--- src/rtl/tx_link_ctrl.sv ---
// -----------------------------------------------------------------------------
// tx_link_ctrl
// Transmit link-state controller for a single-lane JESD204B transmitter.
// Runs the local frame / multiframe (LMFC) counters, watches the receiver's
// SYNC~ and sequences the link through CGS -> WAIT_LMFC -> ILA -> DATA.
//
// Ports
//   clk                      character clock (single domain)
//   rst_n                    asynchronous active-low reset
//   i_sync_n                 receiver SYNC~, active low, synchronous to clk
//   o_link_mux[2:0]          stream select: 0 user data, 1 continuous K, 2 ILA
//   o_no_frame_de_assertion  frame index at which SYNC~ deassertion was seen
//   o_user_ready             high while in DATA
//   o_lmfc                   pulse on the last octet of each multiframe
//   o_frame_start            high on octet 0 of every frame
//   o_sync_err               pulse on a short SYNC~ assertion in ILA/DATA
// -----------------------------------------------------------------------------
module tx_link_ctrl #(
  parameter int unsigned F      = 8,
  parameter int unsigned K      = 4,
  parameter int unsigned ILA_MF = 4
) (
  input  logic       clk,
  input  logic       rst_n,
  input  logic       i_sync_n,
  output logic [2:0] o_link_mux,
  output logic [4:0] o_no_frame_de_assertion,
  output logic       o_user_ready,
  output logic       o_lmfc,
  output logic       o_frame_start,
  output logic       o_sync_err
);

  localparam int unsigned OCT_W  = 4;
  localparam int unsigned FRM_W  = 5;
  localparam int unsigned ILA_W  = 3;
  localparam int unsigned LOW_W  = 12;
  localparam int unsigned MUX_W  = 3;
  localparam int unsigned THRESH = 5 * F + 9;

  localparam logic [OCT_W-1:0] OCT_LAST   = OCT_W'(F - 1);
  localparam logic [FRM_W-1:0] FRM_LAST   = FRM_W'(K - 1);
  localparam logic [ILA_W-1:0] ILA_LAST   = ILA_W'(ILA_MF - 1);
  localparam logic [LOW_W-1:0] LOW_RESYNC = LOW_W'(THRESH - 1);
  localparam logic [LOW_W-1:0] LOW_THRESH = LOW_W'(THRESH);
  localparam logic [LOW_W-1:0] LOW_MAX    = '1;

  localparam logic [MUX_W-1:0] MUX_DATA = MUX_W'(0);
  localparam logic [MUX_W-1:0] MUX_K    = MUX_W'(1);
  localparam logic [MUX_W-1:0] MUX_ILA  = MUX_W'(2);

  // o_lmfc reset value decoded from zeroed counters
  localparam logic LMFC_RST = (F == 1) && (K == 1);

  typedef enum logic [1:0] {
    S_CGS       = 2'd0,
    S_WAIT_LMFC = 2'd1,
    S_ILA       = 2'd2,
    S_DATA      = 2'd3
  } state_t;

  state_t state_q;
  state_t state_d;

  logic [OCT_W-1:0] octet_cnt;
  logic [FRM_W-1:0] frame_cnt;
  logic [OCT_W-1:0] octet_nxt_c;
  logic [FRM_W-1:0] frame_nxt_c;
  logic             boundary_c;

  logic             sync_q;
  logic [LOW_W-1:0] low_cnt;
  logic             resync_c;
  logic             short_err_c;

  logic [ILA_W-1:0] ila_cnt_q;
  logic [ILA_W-1:0] ila_cnt_d;

  logic [MUX_W-1:0] link_mux_d;
  logic [FRM_W-1:0] nfd_d;
  logic             user_ready_d;
  logic             sync_err_d;

  // Next values of the free-running octet / frame counters
  always_comb begin
    octet_nxt_c = octet_cnt + OCT_W'(1);
    frame_nxt_c = frame_cnt;
    if (octet_cnt == OCT_LAST) begin
      octet_nxt_c = '0;
      if (frame_cnt == FRM_LAST) begin
        frame_nxt_c = '0;
      end else begin
        frame_nxt_c = frame_cnt + FRM_W'(1);
      end
    end
  end

  assign boundary_c = (octet_cnt == OCT_LAST) && (frame_cnt == FRM_LAST);

  // Counters; o_lmfc / o_frame_start are decoded from the next count so they
  // line up with the counter values they describe.
  always_ff @(posedge clk or negedge rst_n) begin
    if (!rst_n) begin
      octet_cnt     <= '0;
      frame_cnt     <= '0;
      o_frame_start <= 1'b1;
      o_lmfc        <= LMFC_RST;
    end else begin
      octet_cnt     <= octet_nxt_c;
      frame_cnt     <= frame_nxt_c;
      o_frame_start <= (octet_nxt_c == '0);
      o_lmfc        <= (octet_nxt_c == OCT_LAST) && (frame_nxt_c == FRM_LAST);
    end
  end

  // SYNC~ sampling and low-run length (count of preceding low cycles)
  always_ff @(posedge clk or negedge rst_n) begin
    if (!rst_n) begin
      sync_q  <= 1'b0;
      low_cnt <= '0;
    end else begin
      sync_q <= i_sync_n;
      if (sync_q) begin
        low_cnt <= '0;
      end else if (low_cnt != LOW_MAX) begin
        low_cnt <= low_cnt + LOW_W'(1);
      end
    end
  end

  // THRESH-th consecutive low cycle forces a resync
  assign resync_c    = !sync_q && (low_cnt >= LOW_RESYNC);
  // Rising SYNC~ after a low run shorter than THRESH is an error report
  assign short_err_c = sync_q && (low_cnt != '0) && (low_cnt < LOW_THRESH);

  // State register
  always_ff @(posedge clk or negedge rst_n) begin
    if (!rst_n) begin
      state_q <= S_CGS;
    end else begin
      state_q <= state_d;
    end
  end

  // Next-state and next-output logic
  always_comb begin
    state_d      = state_q;
    ila_cnt_d    = ila_cnt_q;
    nfd_d        = o_no_frame_de_assertion;
    sync_err_d   = 1'b0;
    link_mux_d   = MUX_K;
    user_ready_d = 1'b0;

    case (state_q)
      S_CGS: begin
        if (sync_q) begin
          nfd_d   = frame_cnt;
          state_d = S_WAIT_LMFC;
        end
      end
      S_WAIT_LMFC: begin
        if (!sync_q) begin
          state_d = S_CGS;
        end else if (boundary_c) begin
          state_d   = S_ILA;
          ila_cnt_d = '0;
        end
      end
      S_ILA: begin
        sync_err_d = short_err_c;
        if (boundary_c) begin
          ila_cnt_d = ila_cnt_q + ILA_W'(1);
        end
        // Resync wins over the ILA -> DATA step on the same cycle
        if (resync_c) begin
          state_d = S_CGS;
        end else if (boundary_c && (ila_cnt_q == ILA_LAST)) begin
          state_d = S_DATA;
        end
      end
      S_DATA: begin
        sync_err_d = short_err_c;
        if (resync_c) begin
          state_d = S_CGS;
        end
      end
      default: begin
        state_d = S_CGS;
      end
    endcase

    case (state_d)
      S_ILA:   link_mux_d = MUX_ILA;
      S_DATA:  link_mux_d = MUX_DATA;
      default: link_mux_d = MUX_K;
    endcase
    user_ready_d = (state_d == S_DATA);
  end

  // Registered FSM outputs and ILA multiframe counter
  always_ff @(posedge clk or negedge rst_n) begin
    if (!rst_n) begin
      ila_cnt_q               <= '0;
      o_link_mux              <= MUX_K;
      o_no_frame_de_assertion <= '0;
      o_user_ready            <= 1'b0;
      o_sync_err              <= 1'b0;
    end else begin
      ila_cnt_q               <= ila_cnt_d;
      o_link_mux              <= link_mux_d;
      o_no_frame_de_assertion <= nfd_d;
      o_user_ready            <= user_ready_d;
      o_sync_err              <= sync_err_d;
    end
  end

endmodule

--- config.mk ---
export PLATFORM = sky130hd
export DESIGN_NAME = tx_link_ctrl
export DESIGN_NICKNAME = d
export VERILOG_FILES = /design/src/rtl/tx_link_ctrl.sv
export SDC_FILE = /design/constraint.sdc
export NUM_CORES = 1
export LEC_CHECK = 0
export ABC_CLOCK_PERIOD_IN_PS = 1700
export CAP_MARGIN = 5
export CORE_ASPECT_RATIO = 0.5
export CORE_MARGIN = 10
export CORE_UTILIZATION = 54
export DETAILED_ROUTE_END_ITERATION = 8
export GPL_TIMING_DRIVEN = 0
export PLACE_DENSITY = 0.75
export SLEW_MARGIN = 15
export SYNTH_ARGS = -nofsm -noshare
export SYNTH_HDL_FRONTEND = slang
export SYNTH_SLANG_ARGS = --single-unit
export TNS_END_PERCENT = 10
--- constraint.sdc ---
create_clock -name clk -period 1.7 [get_ports clk]
set_input_delay 0.255 -clock clk [delete_from_list [all_inputs] [get_ports clk]]
set_output_delay 0.255 -clock clk [all_outputs]
set_load 0.01 [all_outputs]
==> impl_metrics.ini <==
[route]
wl_met1_mm = 1.67
vias = 1450
highest_layer = met4
drtIter0Drc = 56
dr_wl_met3_um = 181
ant_nets = 0
drcViolationCount = 0
wl_mm = 3.78
wire_per_inst_um = 15.3
drtPass1Iterations = 6
wl_met2_mm = 1.89
drt-vias-per-instance = 5.87

[setup_path]
slowest_delay_ns = 0.50
ff2ff_setup_slack_ns = 0.05
rr_endpoint = ila_cnt_q[0]
start_kind = flip-flop
path_class = reg2reg
cp_data_arrival_time_ns = 1.85
cp-end-kind = flip-flop
critPathSlowestCell = or4b_4
cp_num_buf_inv = 0
crit_chain = ha_2 -> or4b_4 -> nor3_4 -> nor2_1 -> a211oi_1
critPathMaxFanout = 3
cp.required_ns = 1.90
worst_r2r_path_depth = 5
critical-path-top-delay-family = simple AND/OR/NAND/NOR gates
reg2reg_from = frame_cnt[1]

[sta]
hold_viol_final = 0
clock_skew_ns = 0.00315
setup_viol = 0
slew_viol_final = 0
maxClockFrequency_mhz = 606
fin_setup_tns_ns = 0
period_share_pct = 97.1
finalCriticalPeriod_ns = 1.65
setup_slack_ns = 0.0491

[grt]
grt_use_total_pct = 12.5
antenna_found_initial = 0
grt_max_degree = 29
grt_pass1_wl_mm = 6.21
grt_pass1_vias = 1363
grt_overflow_total = 0

[place]
pre_cts_ws_ns = -0.0887
gp_congestion = 0.795
placed_area_um2 = 2050
portBuffers = 13
hpwl_mm = 2.59
place_inst = 233

[power_and_ir_drop]
p_leak_nw = 0.997
peakVddDrop_uv = 362
powerDensity_nw_per_um2 = 797

[die]
coreArea_um2 = 3150
io_pins = 15
rows = 14
initial_core_util_pct = 59.0
fp.dieH_um = 61.5
chipWidth_um = 103
die-area_um2 = 6330

[clocking]
cts_sinks = 38
cts_tree = yes
clk_latency_ns = 0.29
root_buffer = clkbuf_8
clock_path_buffers = 2
path_clk_slew_ns = 0.08
numCtsBuffers = 5
htree_num_levels = 2

[logic_synthesis]
avgSynthCellArea_um2 = 10.4
ys_ff_latch = 38
ys.flop_type = dfrtp_1
synth_enable_flop_cells = 0
synth-seq-area-share_pct = 51.3
synth_top_cell_by_area = dfrtp_1
synthTopCellsByArea = dfrtp_1 (48%), ha_1 (4.7%), nor2_1 (3.6%)
async_flop_share_pct = 100
synth_common_cells = dfrtp_1 (36), nor2_1 (18), nand2_1 (14)
yosys_warnings = 0
synth_most_common_cell = dfrtp_1
yosys.area.top_type_share_pct = 48.5
synth_cell_types = 46
synth_area_um2 = 1860
synth_cells = 179
syn-num-nets = 189

[cells_and_area]
layout-drive-gt1-share_pct = 20.8
final_cells = 247
antenna_cells = 0
area_growth_pct = 22.4
fill_cells = 217
final_area_um2 = 2280
multi_input_area_um2 = 920
nets = 216
register_area_um2 = 956

[outcome]
status = finished clean

[worst_hold_path]
hold_class = in2async

[run]
max-cap-violations = 0
power breakdown:
| part | switching (W) | leakage (nW) | total [W] | internal (W) |
|---|---|---|---|---|
| Clock | 0.000329 | 0.0579 | 0.000761 | 0.000432 |
| Sequential | 0.0000197 | 0.498 | 0.000944 | 0.000924 |
| Combinational | 0.0000586 | 0.442 | 0.000110 | 0.0000515 |
what timing repair did:
item,in CTS,in global routing
pin swaps,1,3
hold buffers,1,0
endpoints found under the hold margin,9,0
endpoints found under the setup margin,5,12
resized for setup,4,11
buffers inserted,2,3
final cells by class:
| cell class | count | area share [%] |
|---|---|---|
| inverters | 10 | 1.65 |
| repair buffers | 20 | 8.47 |
| clock inverters | 3 | 1.76 |
| clock buffers | 5 | 3.02 |
| flip-flops and latches | 38 | 42.0 |
| multi-input cells | 129 | 40.4 |
| well taps | 40 | 2.20 |
| plain buffers | 2 | 0.495 |
flip-flops by register name (all words and copies together) (netlist names), 2 cells and up:
signal and flops:
frame_cnt 5, o_link_mux 2, o_no_frame_de_assertion 5, ila_cnt_q 3, state_q 2, low_cnt 12
octet_cnt 4
how the worst max path moves through the flow:
stage          cells past startpoint  slack (ns)         start                         end
3_3_place_gp                       1       -0.46         rst_n  o_no_frame_de_assertion[4]
6_report                           5        0.05  frame_cnt[1]                ila_cnt_q[0]
2_1_floorplan                      5        0.16  frame_cnt[0]                ila_cnt_q[0]
3_5_place_dp                       5       -0.09  frame_cnt[0]                ila_cnt_q[1]
5_1_grt                            6       -0.03    low_cnt[1]                  low_cnt[1]
4_1_cts                            5        0.03  frame_cnt[1]                ila_cnt_q[1]
stage by stage:
stage	power, W	hold WS (ns)	util, %
final	0.00181	0.369	72.2
after global routing	0.00188	0.380	72.2
after CTS	0.00183	0.375	70.0
after detailed placement	0.00107	0.153	65.2
after global placement	0.00106	0.491	64.7
after floorplan	0.00101	-0.0406	-
metal layers:
layer / up-vias / global-route usage, %
li1: 696 / -
met3: 4 / 4.36
met4: 0 / 3.93
met1: 719 / 15.1
met5: - / 0
met2: 31 / 20.9
layout by cell type (no fill, tap or decap), drive strengths merged, types with 2 or more instances in the layout:
cell and instances:
or2 3, and3 2, mux2 6, clkdlybuf4s50 12
inv 10, nand4b 2, clkinv 2, nand4 3
clkbuf 6, ha 7, or3 3, xnor2 2
dfrtp 36, nand2b 3, nor4 4, a211oi 4
o41ai 2, nor2 18, nand3 7, nor3 11
dfstp 2, a21oi 8, nand2 14, nand3b 2
o21ai 10, buf 8, and4 2
logic make-up after synthesis:
kind of cell	after synthesis	synth area share, %
multiplexers	7	4.17
AO/OA/AOI/OAI	30	10.0
XOR/XNOR	3	1.41
AND/OR/NAND/NOR	81	25.6
other	1	0.202
flip-flops	38	51.3
buffers and inverters	12	2.62
adder cells (fa/ha/maj)	7	4.71
Power figures use the tool's default switching activity.
